==> config.mk <==
export PLATFORM = sky130hd
export DESIGN_NAME = msk_and_hpc3_vec
export DESIGN_NICKNAME = d
export VERILOG_FILES = /design/src/rtl/msk_and_hpc3_vec.sv
export SDC_FILE = /design/constraint.sdc
export NUM_CORES = 1
export LEC_CHECK = 0
export CORE_ASPECT_RATIO = 0.7
export CORE_MARGIN = 2
export CORE_UTILIZATION = 40
export CTS_CLUSTER_DIAMETER = 30
export DETAILED_ROUTE_END_ITERATION = 7
export PLACE_DENSITY = 0.67
export SYNTH_ARGS = -nofsm -noshare
export SYNTH_HDL_FRONTEND = slang
export SYNTH_SLANG_ARGS = --single-unit
==> constraint.sdc <==
create_clock -name clk -period 1.95 [get_ports clk]
set_clock_uncertainty 0.2 [all_clocks]
set_input_delay 0.39 -clock clk [delete_from_list [all_inputs] [get_ports clk]]
set_output_delay 0.39 -clock clk [all_outputs]
set_load 0.03 [all_outputs]
==> src/rtl/msk_and_hpc3_vec.sv <==
`default_nettype none
// ============================================================================
//  Module   : msk_and_hpc3_vec
//  Purpose  : W-lane, d-share masked AND gadget (HPC3 style). It has one
//             register stage before share recombination, then P plain
//             output registers.
//  Revision : 1.0  initial release
// ============================================================================
module msk_and_hpc3_vec #(
    parameter  int d    = 2,
    parameter  int W    = 4,
    parameter  int P    = 0,
    parameter  int SWAP = 0,
    localparam int R    = d * (d - 1),
    localparam int RT   = W * R
) (
    input  logic             clk,
    input  logic             rst_n,
    input  logic             en,
    input  logic             in_valid,
    input  logic [d*W-1:0]   ina,
    input  logic [d*W-1:0]   inb,
    input  logic [RT-1:0]    rnd,
    input  logic             rnd_valid,
    output logic             rnd_req,
    output logic [d*W-1:0]   out,
    output logic             out_valid,
    output logic             rnd_err
);

    // Lexicographic index of the share pair (i,j), i<j
    function automatic int f_pair(input int i, input int j);
        return i * d - (i * (i + 1)) / 2 + (j - i - 1);
    endfunction

    logic [d-1:0][W-1:0]         w_x;
    logic [d-1:0][W-1:0]         w_y;
    logic [W-1:0][d-1:0][d-1:0]  w_u;
    logic [W-1:0][d-1:0][d-1:0]  w_v;
    logic [W-1:0][d-1:0][d-1:0]  r_u;
    logic [W-1:0][d-1:0][d-1:0]  r_v;
    logic [d-1:0][W-1:0]         r_d;
    logic [d-1:0][W-1:0]         w_c;
    logic [P:0]                  r_vld;
    logic                        r_err;
    logic                        w_cap;

    generate
        if (SWAP != 0) begin : g_swap
            assign w_x = inb;
            assign w_y = ina;
        end else begin : g_noswap
            assign w_x = ina;
            assign w_y = inb;
        end
    endgenerate

    // Cross-domain terms; the diagonal carries no term and is tied to zero
    generate
        for (genvar l = 0; l < W; l++) begin : g_lane
            for (genvar i = 0; i < d; i++) begin : g_share
                for (genvar j = 0; j < d; j++) begin : g_pair
                    if (i != j) begin : g_cross
                        localparam int c_PAIR = (i < j) ? f_pair(i, j) : f_pair(j, i);
                        localparam int c_RBIT = l * R + 2 * c_PAIR;
                        assign w_u[l][i][j] = (w_x[i][l] & (w_y[j][l] ^ rnd[c_RBIT]))
                                              ^ rnd[c_RBIT+1];
                        assign w_v[l][i][j] = (~w_x[i][l] & rnd[c_RBIT]) ^ rnd[c_RBIT+1];
                    end else begin : g_diag
                        assign w_u[l][i][j] = 1'b0;
                        assign w_v[l][i][j] = 1'b0;
                    end
                end
            end
        end
    endgenerate

    assign w_cap   = en & in_valid & rnd_valid;
    assign rnd_req = in_valid & en;

    // Stage-1 registers load on every advance; validity travels separately
    always_ff @(posedge clk or negedge rst_n) begin
        if (!rst_n) begin
            r_d <= '0;
            r_u <= '0;
            r_v <= '0;
        end else if (en) begin
            r_d <= w_x & w_y;
            r_u <= w_u;
            r_v <= w_v;
        end
    end

    // Recombination uses register outputs only
    always_comb begin
        w_c = '0;
        for (int l = 0; l < W; l++) begin
            for (int i = 0; i < d; i++) begin
                w_c[i][l] = r_d[i][l] ^ (^(r_u[l][i] ^ r_v[l][i]));
            end
        end
    end

    always_ff @(posedge clk or negedge rst_n) begin
        if (!rst_n) begin
            r_vld <= '0;
        end else if (en) begin
            r_vld[0] <= w_cap;
            for (int k = 1; k <= P; k++) begin
                r_vld[k] <= r_vld[k-1];
            end
        end
    end

    always_ff @(posedge clk or negedge rst_n) begin
        if (!rst_n) begin
            r_err <= 1'b0;
        end else if (en && in_valid && !rnd_valid) begin
            r_err <= 1'b1;
        end
    end

    generate
        if (P > 0) begin : g_pipe
            logic [P-1:0][d*W-1:0] r_pipe;

            always_ff @(posedge clk or negedge rst_n) begin
                if (!rst_n) begin
                    r_pipe <= '0;
                end else if (en) begin
                    r_pipe[0] <= w_c;
                    for (int k = 1; k < P; k++) begin
                        r_pipe[k] <= r_pipe[k-1];
                    end
                end
            end

            assign out = r_pipe[P-1];
        end else begin : g_nopipe
            assign out = w_c;
        end
    endgenerate

    assign out_valid = r_vld[P];
    assign rnd_err   = r_err;

endmodule
`default_nettype wire

==> metrics.txt, run 1 <==
# TYPE chip_impl_metric gauge
chip_impl_metric{name="rows",unit=""} 18
chip_impl_metric{name="cts_max_path_buffers",unit=""} 2
chip_impl_info{name="critical_path.slowest_cell",value="clkdlybuf4s50_1"} 1
chip_impl_metric{name="setup_tns",unit="ps"} 0
chip_impl_metric{name="report.final.slew_viol_count",unit=""} 0
chip_impl_metric{name="synth-edff-count",unit=""} 0
chip_impl_metric{name="place_area",unit="µm²"} 1864
chip_impl_metric{name="number_of_inserted_diodes",unit=""} 0
chip_impl_metric{name="postLayoutCellArea",unit="µm²"} 1938
chip_impl_info{name="synthDominantAreaCellType",value="dfrtp_1"} 1
chip_impl_metric{name="drive_above_1_share",unit="%"} 8.586
chip_impl_info{name="crit_path_cell_trace",value="clkdlybuf4s50_1"} 1
chip_impl_info{name="yosys_most_used_dff",value="dfrtp_1"} 1
chip_impl_metric{name="register_bit_count_reported_by_yosys",unit=""} 26
chip_impl_metric{name="floorplan.initialDensity",unit="%"} 40.99
chip_impl_info{name="timing.critical_path.max_delay_family",value="buffers and inverters"} 1
chip_impl_metric{name="gr_overflow_total",unit=""} 0
chip_impl_metric{name="port_buffer_count",unit=""} 39
chip_impl_info{name="clk_root_buffer_cell",value="clkbuf_8"} 1
chip_impl_info{name="hold_end",value="rnd_err"} 1
chip_impl_metric{name="remaining_drc_errors",unit=""} 0
chip_impl_metric{name="grt_antenna_before_repair",unit=""} 0
chip_impl_metric{name="syn-mean-instance-area",unit="µm²"} 9.055
chip_impl_metric{name="dp.final_hpwl",unit="µm"} 2114
chip_impl_metric{name="seq_total_area_yosys",unit="%"} 46.06
chip_impl_metric{name="io_pins",unit=""} 40
chip_impl_metric{name="postSynthCellCount",unit=""} 156
chip_impl_metric{name="num-nets-final",unit=""} 228
chip_impl_info{name="post_synth_most_frequent_cells",value="32 x xnor2_1, 26 x dfrtp_1, 18 x inv_1"} 1
chip_impl_metric{name="route.detailed.wl_per_inst",unit="µm"} 11.21
chip_impl_metric{name="core_area",unit="µm²"} 3446
chip_impl_metric{name="number_of_buffers_inserted_during_clock_tree_synthesis",unit=""} 3
chip_impl_metric{name="die_width",unit="µm"} 75.03
chip_impl_info{name="critPathLaunchType",value="flop"} 1
chip_impl_metric{name="floorplan.die_area",unit="µm²"} 4031
chip_impl_info{name="hold_class",value="reg2reg"} 1
chip_impl_metric{name="hold_fails_final_rpt",unit=""} 0
chip_impl_metric{name="finalSetupViolCount",unit=""} 0
chip_impl_metric{name="postCtsSetupRepairBufs",unit=""} 0
chip_impl_info{name="synth.top_cells.by_area",value="dfrtp_1 46%, xnor2_1 20%, o21ai_0 5.7%, inv_1 4.8%, nor2_1 4.3%"} 1
chip_impl_metric{name="crit_arrival",unit="ps"} 1290
chip_impl_metric{name="finalNonFillerCells",unit=""} 248
chip_impl_info{name="unrepaired_setup_endpoints_after_global_routing",value="no"} 1
chip_impl_metric{name="synthArstFlopShare",unit="%"} 100.0
chip_impl_metric{name="grt_pass1_vias",unit=""} 1133
chip_impl_info{name="timing_worst_setup_path_type",value="reg2out"} 1
chip_impl_info{name="worstSetupEndpointType",value="primary output"} 1
chip_impl_metric{name="grt_pass1_wl",unit="µm"} 4933
chip_impl_metric{name="synth_top_area_share",unit="%"} 46.06
chip_impl_metric{name="p_per_area",unit="nW/µm²"} 813.8
chip_impl_metric{name="clock_sinks",unit=""} 26
chip_impl_metric{name="gp_congestion",unit=""} 0.7515
chip_impl_metric{name="timing.final.crit_period",unit="ps"} 1884
chip_impl_metric{name="r2r_setup_slack",unit="ps"} 1020
chip_impl_metric{name="dpl.cell_count",unit=""} 244
chip_impl_metric{name="worst_ir_drop_vdd",unit="mV"} 0.3858
chip_impl_metric{name="routed_via_count",unit=""} 1163
chip_impl_metric{name="hold_depth",unit=""} 1
chip_impl_metric{name="r2r.worst_path.cells",unit=""} 1
chip_impl_metric{name="cts.clk_slew.worst_paths",unit="ps"} 80
chip_impl_info{name="critical_path.reg2reg.endpoint",value="out_valid"} 1
chip_impl_metric{name="worstSkewPairLatency",unit="ps"} 270
chip_impl_metric{name="min_period_over_period",unit="%"} 96.59
chip_impl_metric{name="grt_util_all_layers",unit="%"} 16.36
chip_impl_metric{name="cp_num_buf_inv",unit=""} 1
chip_impl_metric{name="wl_final",unit="µm"} 2779
chip_impl_info{name="cts_tree",value="done"} 1
chip_impl_metric{name="cts_htree_levels",unit=""} 1
chip_impl_metric{name="power.static_leakage",unit="nW"} 0.7813
chip_impl_info{name="worstHoldStart",value="rnd_err"} 1
chip_impl_metric{name="synthDistinctLibCells",unit=""} 16
chip_impl_metric{name="drt-vias-per-instance",unit=""} 4.690
chip_impl_metric{name="drt_first_iter_violations",unit=""} 99
chip_impl_metric{name="area.growth.synth_to_final",unit="%"} 37.20
chip_impl_info{name="most_used_standard_cell_by_instance_count_after_synthesis",value="xnor2_1"} 1
chip_impl_metric{name="critical_path_required",unit="ps"} 1360
chip_impl_metric{name="antenna_violating_nets_post_route",unit=""} 0
chip_impl_metric{name="slew_headroom",unit="%"} 78.24
chip_impl_metric{name="mappedNetlistNets",unit=""} 185
chip_impl_metric{name="sequential_cell_area",unit="µm²"} 650.6
chip_impl_metric{name="final.fill_count",unit=""} 324
chip_impl_metric{name="die_h",unit="µm"} 53.72
chip_impl_info{name="status",value="finished, final reports clean"} 1
chip_impl_metric{name="netlist_area",unit="µm²"} 1413
chip_impl_metric{name="crit_path_max_fanout",unit=""} 2
chip_impl_metric{name="timing_worst_slew_pin_value",unit="ps"} 325.8
chip_impl_metric{name="ys.warnings.count",unit=""} 0
chip_impl_metric{name="cap_violations",unit=""} 0
chip_impl_metric{name="area_of_combinational_cells_with_multiple_inputs",unit="µm²"} 673.1
chip_impl_info{name="worstReg2RegStart",value="out_valid"} 1
chip_impl_metric{name="finalCoreUtilization",unit="%"} 56.25
chip_impl_metric{name="fmax",unit="MHz"} 530.9
chip_impl_metric{name="grt_max_degree",unit=""} 50
chip_impl_metric{name="timing.critical_path.slowest_cell_delay",unit="ps"} 670
chip_impl_metric{name="drt_pre_antenna_iters",unit=""} 4
## final cells by class
cell class | instances | area share [%]
Multi-Input combinational cell | 107 | 34.73
Sequential cell | 26 | 33.57
Timing Repair Buffer | 43 | 21.30
Inverter | 18 | 3.486
Tap cell | 50 | 3.228
Clock buffer | 3 | 2.130
Clock inverter | 1 | 1.549
## per-layer routing
metal,GRT usage [%],vias up,routed length (µm)
met4,1.786,0,0
met5,0,-,0
li1,-,596,-
met1,21.26,537,1254
met3,5.805,0,200
met2,27.34,30,1324
## logic make-up (layout without fill, tap and decap cells)
logic type / after synthesis / after routing / synth area share [%]
and+or+nand+nor: 41 / 41 / 14.62
xor gates and xnor gates: 32 / 32 / 19.84
DFF: 26 / 26 / 46.06
buffers and inverters: 23 / 65 / 6.288
AOI/OAI and AO/OA: 34 / 34 / 13.20
## repair_timing
item | 4_1_cts | 5_1_grt
endpoints found under the hold margin | 0 | 0
resized for setup | 0 | 1
setup endpoints to repair | 0 | 1
hold buffers | 0 | 0
## worst max path at each step
stage | from | end | slack (ps) | depth (start not counted)
floorplan | r_u[1] | out[0] | 330 | 2
global placement | en | rnd_req | 110 | 3
detailed placement | en | rnd_req | 90 | 3
CTS | out_valid | out_valid | 40 | 1
global route | out_valid | out_valid | 6 | 1
finish | out_valid | out_valid | 70 | 1
## flip-flops by register name, indices dropped and copies added (netlist names)
signal	count
rnd_err	1
out_valid	1
r_v	8
r_d	8
r_u	8
## layout by cell type (no fill, tap or decap)
cell / count
clkdlybuf4s50_1: 29
and2_1: 1
or3_1: 8
a21oi_1: 8
bufinv_16: 1
clkbuf_8: 3
nor2_1: 16
nand3_1: 8
buf_4: 12
dlymetal6s2s_1: 1
inv_1: 18
o21ai_0: 16
xnor2_1: 32
nor2b_1: 8
buf_12: 1
a31oi_1: 8
dfrtp_1: 26
a21o_1: 1
a22o_1: 1
## report_power, final
| group | switching, W | leakage [nW] | internal, W |
|---|---|---|---|
| Clock | 0.000164 | 0.0357 | 0.000274 |
| Combinational | 0.000266 | 0.440 | 0.000240 |
| Sequential | 0.0000389 | 0.305 | 0.000594 |
## through the flow
stage	total power (W)	hold slack [ps]	setup slack [ps]
final	0.001577	258.7	66.46
after global routing	0.001677	304.2	6.415
after CTS	0.001602	270.4	44.32
after detailed placement	0.001154	249.3	86.02
after global placement	0.001142	243.1	108.0
after floorplan	0.0009401	-105.6	329.5
Power figures use the tool's default switching activity.
==> run 2, diff against run 1 <==
--- a/config.mk
+++ b/config.mk
@@ -10,7 +10,8 @@
 export CORE_UTILIZATION = 40
 export CTS_CLUSTER_DIAMETER = 30
 export DETAILED_ROUTE_END_ITERATION = 7
-export PLACE_DENSITY = 0.67
+export PLACE_DENSITY_LB_ADDON = 0.1
+export SKIP_LAST_GASP = 1
 export SYNTH_ARGS = -nofsm -noshare
 export SYNTH_HDL_FRONTEND = slang
 export SYNTH_SLANG_ARGS = --single-unit
==> metrics.txt, run 2 (synthesis gave the netlist of run 1 again) <==
# TYPE chip_impl_metric gauge
chip_impl_metric{name="num-nets-final",unit=""} 229
chip_impl_metric{name="wl_final",unit="µm"} 2623
chip_impl_metric{name="place_worst_setup_slack",unit="ps"} 119.3
chip_impl_metric{name="core_area",unit="µm²"} 3446
chip_impl_metric{name="cts.clk_slew.worst_paths",unit="ps"} 80
chip_impl_metric{name="hold_fix_buffer_count_after_cts",unit=""} 0
chip_impl_info{name="timing.critical_path.max_delay_family",value="buffers and inverters"} 1
chip_impl_metric{name="grt_pass1_wl",unit="µm"} 4146
chip_impl_metric{name="area.growth.synth_to_final",unit="%"} 34.54
chip_impl_info{name="largestRegisters",value="r_d x8, r_u x8, r_v x8"} 1
chip_impl_metric{name="finalCoreUtilization",unit="%"} 55.16
chip_impl_info{name="critPathLaunchType",value="flop"} 1
chip_impl_metric{name="floorplan.die_area",unit="µm²"} 4031
chip_impl_info{name="unrepaired_setup_endpoints_after_global_routing",value="no"} 1
chip_impl_metric{name="clock_sinks",unit=""} 26
chip_impl_metric{name="crit_arrival",unit="ps"} 1300
chip_impl_info{name="cts_tree",value="done"} 1
chip_impl_metric{name="cts_resized",unit=""} 0
chip_impl_metric{name="cap_violations",unit=""} 0
chip_impl_metric{name="worstSkewPairLatency",unit="ps"} 260
chip_impl_metric{name="pnr_worst_setup_slack",unit="ps"} 56.43
chip_impl_info{name="hold_class",value="reg2reg"} 1
chip_impl_info{name="layout_common_cells",value="32 x xnor2_1, 30 x clkdlybuf4s50_1, 26 x dfrtp_1"} 1
chip_impl_metric{name="r2r.worst_path.cells",unit=""} 1
chip_impl_metric{name="area_of_combinational_cells_with_multiple_inputs",unit="µm²"} 673.1
chip_impl_metric{name="crit_path_max_fanout",unit=""} 2
chip_impl_metric{name="groute.layer.met3.usage",unit="%"} 4.307
chip_impl_metric{name="io_pins",unit=""} 40
chip_impl_metric{name="met2_usage",unit="%"} 23.25
chip_impl_info{name="crit_path_cell_trace",value="clkdlybuf4s50_1"} 1
chip_impl_metric{name="grt_util_all_layers",unit="%"} 14.18
chip_impl_metric{name="routed_via_count",unit=""} 1138
chip_impl_metric{name="report.final.slew_viol_count",unit=""} 0
chip_impl_metric{name="cts_max_path_buffers",unit=""} 2
chip_impl_metric{name="p_per_area",unit="nW/µm²"} 750.8
chip_impl_metric{name="timing.critical_path.slowest_cell_delay",unit="ps"} 680
chip_impl_info{name="timing_worst_setup_path_type",value="reg2out"} 1
chip_impl_metric{name="grt_max_degree",unit=""} 27
chip_impl_metric{name="met1_usage",unit="%"} 17.41
chip_impl_metric{name="min_period_over_period",unit="%"} 97.11
chip_impl_metric{name="hold_depth",unit=""} 1
chip_impl_metric{name="setup_tns",unit="ps"} 0
chip_impl_metric{name="critical_path_required",unit="ps"} 1360
chip_impl_metric{name="drt_first_iter_violations",unit=""} 49
chip_impl_metric{name="fmax",unit="MHz"} 528.1
chip_impl_metric{name="drive_above_1_share",unit="%"} 8.586
chip_impl_metric{name="cts_htree_levels",unit=""} 1
chip_impl_metric{name="number_of_buffers_inserted_during_clock_tree_synthesis",unit=""} 3
chip_impl_info{name="layout.cells.most_common",value="xnor2_1"} 1
chip_impl_metric{name="grt_pass1_vias",unit=""} 988
chip_impl_info{name="clk_root_buffer_cell",value="clkbuf_8"} 1
chip_impl_metric{name="gr_overflow_total",unit=""} 0
chip_impl_metric{name="antenna_violating_nets_post_route",unit=""} 0
chip_impl_metric{name="gp_congestion",unit=""} 0.7808
chip_impl_metric{name="timing_worst_slew_pin_value",unit="ps"} 318.2
chip_impl_metric{name="drt_pre_antenna_iters",unit=""} 4
chip_impl_metric{name="power.static_leakage",unit="nW"} 0.7679
chip_impl_metric{name="sequential_cell_area",unit="µm²"} 650.6
chip_impl_metric{name="drt-vias-per-instance",unit=""} 4.589
chip_impl_metric{name="cp_num_buf_inv",unit=""} 1
chip_impl_info{name="worstSetupEndpointType",value="primary output"} 1
chip_impl_metric{name="worst_ir_drop_vdd",unit="mV"} 0.4339
chip_impl_metric{name="route.detailed.wl_per_inst",unit="µm"} 10.58
chip_impl_metric{name="rows",unit=""} 18
chip_impl_metric{name="timing.final.crit_period",unit="ps"} 1894
chip_impl_info{name="routing_layer_with_the_top_usage_in_global_route",value="met2"} 1
chip_impl_metric{name="floorplan.initialDensity",unit="%"} 40.99
chip_impl_metric{name="port_buffer_count",unit=""} 39
chip_impl_metric{name="hold_fails_final_rpt",unit=""} 0
chip_impl_metric{name="grt_antenna_before_repair",unit=""} 0
chip_impl_metric{name="die_h",unit="µm"} 53.72
chip_impl_metric{name="logic_depth_of_the_worst_path_buffers_included",unit=""} 1
chip_impl_info{name="status",value="finished, final reports clean"} 1
chip_impl_metric{name="number_of_inserted_diodes",unit=""} 0
chip_impl_metric{name="postCtsSetupRepairBufs",unit=""} 0
chip_impl_metric{name="final.fill_count",unit=""} 323
chip_impl_metric{name="post-layout-total-power",unit="W"} 0.001427
chip_impl_metric{name="slew_headroom",unit="%"} 78.72
chip_impl_metric{name="dp.final_hpwl",unit="µm"} 2074
chip_impl_metric{name="finalSetupViolCount",unit=""} 0
chip_impl_metric{name="die_width",unit="µm"} 75.03
chip_impl_info{name="critical_path.slowest_cell",value="clkdlybuf4s50_1"} 1
chip_impl_metric{name="remaining_drc_errors",unit=""} 0
==> run 2: cell types whose count changed in the layout (fill, tap and decap cells not counted) <==
cell / delta
buf_12: -1
bufinv_16: -1
buf_4: +2
dlymetal6s2s_1: -1
clkdlybuf4s50_1: +1
==> run 2: path summary, 6_finish.rpt <==
path                                 from   endpoint  slack, ps
max in group asynchronous           rst_n     r_v[5]       1020
worst min register to register    rnd_err    rnd_err        270
worst max-delay path            out_valid  out_valid         60
worst min-delay path              rnd_err    rnd_err        270
worst max register to register  out_valid  out_valid       1030
min in group asynchronous           rst_n     r_d[5]        290
==> run 2: layout make-up <==
class	count	area share (%)
Sequential cell	26	34.23
Tap cell	50	3.292
Inverter	18	3.555
Timing Repair Buffer	44	21.33
Clock buffer	3	2.172
Multi-Input combinational cell	107	35.42
==> run 2: where the power goes <==
part / internal [W] / total, W / leakage [nW] / switching (W)
clock: 0.000138 / 0.000296 / 0.0216 / 0.000158
combinational: 0.000238 / 0.000498 / 0.441 / 0.000260
sequential: 0.000594 / 0.000632 / 0.305 / 0.0000388
==> run 2: per-layer routing <==
layer / vias up / wire [µm]
li1: 597 / -
met1: 514 / 1212
met2: 22 / 1255
met3: 5 / 110
met4: 0 / 44
met5: - / 0
==> run 2: metrics by stage <==
step | hold slack (ps) | instances | instance area [µm²]
after floorplan | -105.6 | 156 | 1413
after global placement | 245.3 | 245 | 1859
after detailed placement | 254.4 | 245 | 1859
after CTS | 276.5 | 248 | 1901
after global routing | 313.4 | 248 | 1901
final | 271.9 | 248 | 1901
==> run 3, diff against run 2 <==
--- a/config.mk
+++ b/config.mk
@@ -5,12 +5,13 @@
 export SDC_FILE = /design/constraint.sdc
 export NUM_CORES = 1
 export LEC_CHECK = 0
+export CAP_MARGIN = 40
 export CORE_ASPECT_RATIO = 0.7
 export CORE_MARGIN = 2
-export CORE_UTILIZATION = 40
+export CORE_UTILIZATION = 51
 export CTS_CLUSTER_DIAMETER = 30
 export DETAILED_ROUTE_END_ITERATION = 7
-export PLACE_DENSITY_LB_ADDON = 0.1
+export PLACE_DENSITY_LB_ADDON = 0.25
 export SKIP_LAST_GASP = 1
 export SYNTH_ARGS = -nofsm -noshare
 export SYNTH_HDL_FRONTEND = slang
==> metrics.txt, run 3 (synthesis gave the netlist of run 1 again) <==
# TYPE chip_impl_metric gauge
chip_impl_info{name="status",value="finished, final reports clean"} 1
chip_impl_metric{name="core_area",unit="µm²"} 2552
chip_impl_metric{name="r2r.worst_path.cells",unit=""} 1
chip_impl_metric{name="rows",unit=""} 15
chip_impl_metric{name="io_pins",unit=""} 40
chip_impl_metric{name="combPwrFrac",unit="%"} 31.8
chip_impl_metric{name="timing_worst_slew_pin_value",unit="ps"} 341.2
chip_impl_metric{name="route.detailed.wl_per_inst",unit="µm"} 12.15
chip_impl_metric{name="power_switching_share",unit="%"} 30.11
chip_impl_metric{name="cap_violations",unit=""} 0
chip_impl_metric{name="sequential_cell_area",unit="µm²"} 650.6
chip_impl_metric{name="gp_congestion",unit=""} 0.8051
chip_impl_metric{name="critical_path_required",unit="ps"} 1360
chip_impl_info{name="worstSetupEndpointType",value="primary output"} 1
chip_impl_metric{name="drive_above_1_share",unit="%"} 8.122
chip_impl_metric{name="grt_max_degree",unit=""} 31
chip_impl_metric{name="cts_htree_levels",unit=""} 1
chip_impl_metric{name="num-nets-final",unit=""} 227
chip_impl_info{name="hold_end",value="rnd_err"} 1
chip_impl_metric{name="finalSetupViolCount",unit=""} 0
chip_impl_metric{name="dpl.cell_count",unit=""} 227
chip_impl_metric{name="clockPowerShare",unit="%"} 28.1
chip_impl_metric{name="fmax",unit="MHz"} 529.4
chip_impl_metric{name="floorplan.die_area",unit="µm²"} 3213
chip_impl_metric{name="worst_ir_drop_vdd",unit="mV"} 0.4530
chip_impl_metric{name="power.static_leakage",unit="nW"} 0.7869
chip_impl_metric{name="grt_antenna_before_repair",unit=""} 0
chip_impl_metric{name="r2r_setup_slack",unit="ps"} 1010
chip_impl_metric{name="clock_sinks",unit=""} 26
chip_impl_metric{name="remaining_drc_errors",unit=""} 0
chip_impl_metric{name="hold_fails_final_rpt",unit=""} 0
chip_impl_metric{name="timing.final.crit_period",unit="ps"} 1889
chip_impl_metric{name="cts.clk_slew.worst_paths",unit="ps"} 90
chip_impl_metric{name="crit_arrival",unit="ps"} 1300
chip_impl_metric{name="grt_pass1_wl",unit="µm"} 4623
chip_impl_metric{name="port_buffer_count",unit=""} 39
chip_impl_metric{name="min_period_over_period",unit="%"} 96.87
chip_impl_info{name="worstHoldStart",value="rnd_err"} 1
chip_impl_metric{name="number_of_inserted_diodes",unit=""} 0
chip_impl_metric{name="die_h",unit="µm"} 48.03
chip_impl_metric{name="final.fill_count",unit=""} 194
chip_impl_metric{name="routed_via_count",unit=""} 1188
chip_impl_info{name="unrepaired_setup_endpoints_after_global_routing",value="no"} 1
chip_impl_metric{name="power.sequential.fraction",unit="%"} 40.1
chip_impl_info{name="layout.cells.most_common",value="xnor2_1"} 1
chip_impl_metric{name="grt_util_all_layers",unit="%"} 19.72
chip_impl_metric{name="drt_first_iter_violations",unit=""} 49
chip_impl_info{name="timing_worst_setup_path_type",value="reg2out"} 1
chip_impl_metric{name="area.growth.synth_to_final",unit="%"} 34.37
chip_impl_metric{name="net-switching-power",unit="W"} 0.0004755
chip_impl_metric{name="grt_pass1_vias",unit=""} 1124
chip_impl_metric{name="area_of_combinational_cells_with_multiple_inputs",unit="µm²"} 673.1
chip_impl_info{name="critical_path.slowest_cell",value="clkdlybuf4s50_1"} 1
chip_impl_metric{name="finalNonFillerCells",unit=""} 231
chip_impl_metric{name="postCtsSetupRepairBufs",unit=""} 0
chip_impl_info{name="hold_class",value="reg2reg"} 1
chip_impl_metric{name="timing.critical_path.slowest_cell_delay",unit="ps"} 670
chip_impl_metric{name="cts_max_path_buffers",unit=""} 2
chip_impl_metric{name="drt-vias-per-instance",unit=""} 5.143
chip_impl_info{name="critPathLaunchType",value="flop"} 1
chip_impl_info{name="worstReg2RegStart",value="out_valid"} 1
chip_impl_metric{name="gr_overflow_total",unit=""} 0
chip_impl_metric{name="wl_final",unit="µm"} 2806
chip_impl_metric{name="cp_num_buf_inv",unit=""} 1
chip_impl_metric{name="holdWs",unit="ps"} 267.5
chip_impl_metric{name="slew_headroom",unit="%"} 77.22
chip_impl_metric{name="hold_depth",unit=""} 1
chip_impl_metric{name="internal_power",unit="W"} 0.001104
chip_impl_info{name="layout_common_cells",value="32 x xnor2_1, 29 x clkdlybuf4s50_1, 26 x dfrtp_1"} 1
chip_impl_metric{name="antenna_violating_nets_post_route",unit=""} 0
chip_impl_metric{name="drt_pre_antenna_iters",unit=""} 5
chip_impl_metric{name="report.final.slew_viol_count",unit=""} 0
chip_impl_metric{name="crit_path_max_fanout",unit=""} 2
chip_impl_metric{name="worstSkewPairLatency",unit="ps"} 270
chip_impl_info{name="critical_path.reg2reg.endpoint",value="out_valid"} 1
chip_impl_info{name="crit_path_cell_trace",value="clkdlybuf4s50_1"} 1
chip_impl_metric{name="dp.final_hpwl",unit="µm"} 2258
chip_impl_info{name="largestRegisters",value="r_d x8, r_u x8, r_v x8"} 1
chip_impl_metric{name="floorplan.initialDensity",unit="%"} 55.34
chip_impl_info{name="timing.critical_path.max_delay_family",value="buffers and inverters"} 1
chip_impl_metric{name="setup_tns",unit="ps"} 0
chip_impl_metric{name="number_of_buffers_inserted_during_clock_tree_synthesis",unit=""} 3
chip_impl_metric{name="die_width",unit="µm"} 66.91
chip_impl_info{name="clk_root_buffer_cell",value="clkbuf_8"} 1
chip_impl_metric{name="p_per_area",unit="nW/µm²"} 832.0
chip_impl_info{name="cts_tree",value="done"} 1
-- run 3: metrics by stage --
stage	total power [W]	utilization (%)	setup WS [ps]	area, µm²
final	0.001579	74.36	60.98	1898
after global routing	0.001657	74.36	22.29	1898
after CTS	0.001599	74.26	6.781	1896
after detailed placement	0.001153	71.47	95.39	1824
after global placement	0.001135	71.47	148.6	1824
after floorplan	0.0009401	-	329.5	1413
-- run 3: routing by layer --
| layer | track usage [%] | vias up | share of wire, % |
|---|---|---|---|
| met5 | 0 | - | 0 |
| met4 | 7.755 | 0 | 0.82 |
| met3 | 4.000 | 4 | 4.8 |
| met2 | 39.60 | 32 | 56 |
| met1 | 21.09 | 559 | 39 |
| li1 | - | 593 | - |
-- run 3: timing repair --
action                     CTS  global route
hold buffers                 0             0
setup endpoints to repair    0             1
resized for setup            0             1
-- run 3: worst max path at each step --
| stage | end | cells past startpoint | slack (ps) | startpoint |
|---|---|---|---|---|
| 2_1_floorplan | out[0] | 2 | 330 | r_u[1] |
| 3_3_place_gp | rnd_req | 3 | 150 | en |
| 3_5_place_dp | r_u[14] | 4 | 100 | rnd[6] |
| 4_1_cts | out_valid | 1 | 7 | out_valid |
| 5_1_grt | rnd_err | 1 | 20 | rnd_err |
| 6_report | rnd_err | 1 | 60 | rnd_err |
-- run 3: power by group through the flow --
stage          clock (W)  combinational [W]  sequential [W]
2_1_floorplan          0           0.000301        0.000639
3_3_place_gp           0           0.000494        0.000641
3_5_place_dp           0           0.000508        0.000645
4_1_cts         0.000455           0.000509        0.000635
5_1_grt         0.000469           0.000547        0.000642
6_report        0.000443           0.000502        0.000634
-- run 3: area by class of cell --
cell class	count	area share (%)
tap	34	2.241
sequential	26	34.28
timing repair buffer	42	20.70
multi-input combinational	107	35.46
clock buffer	3	2.175
clock inverter	1	1.582
inverter	18	3.560
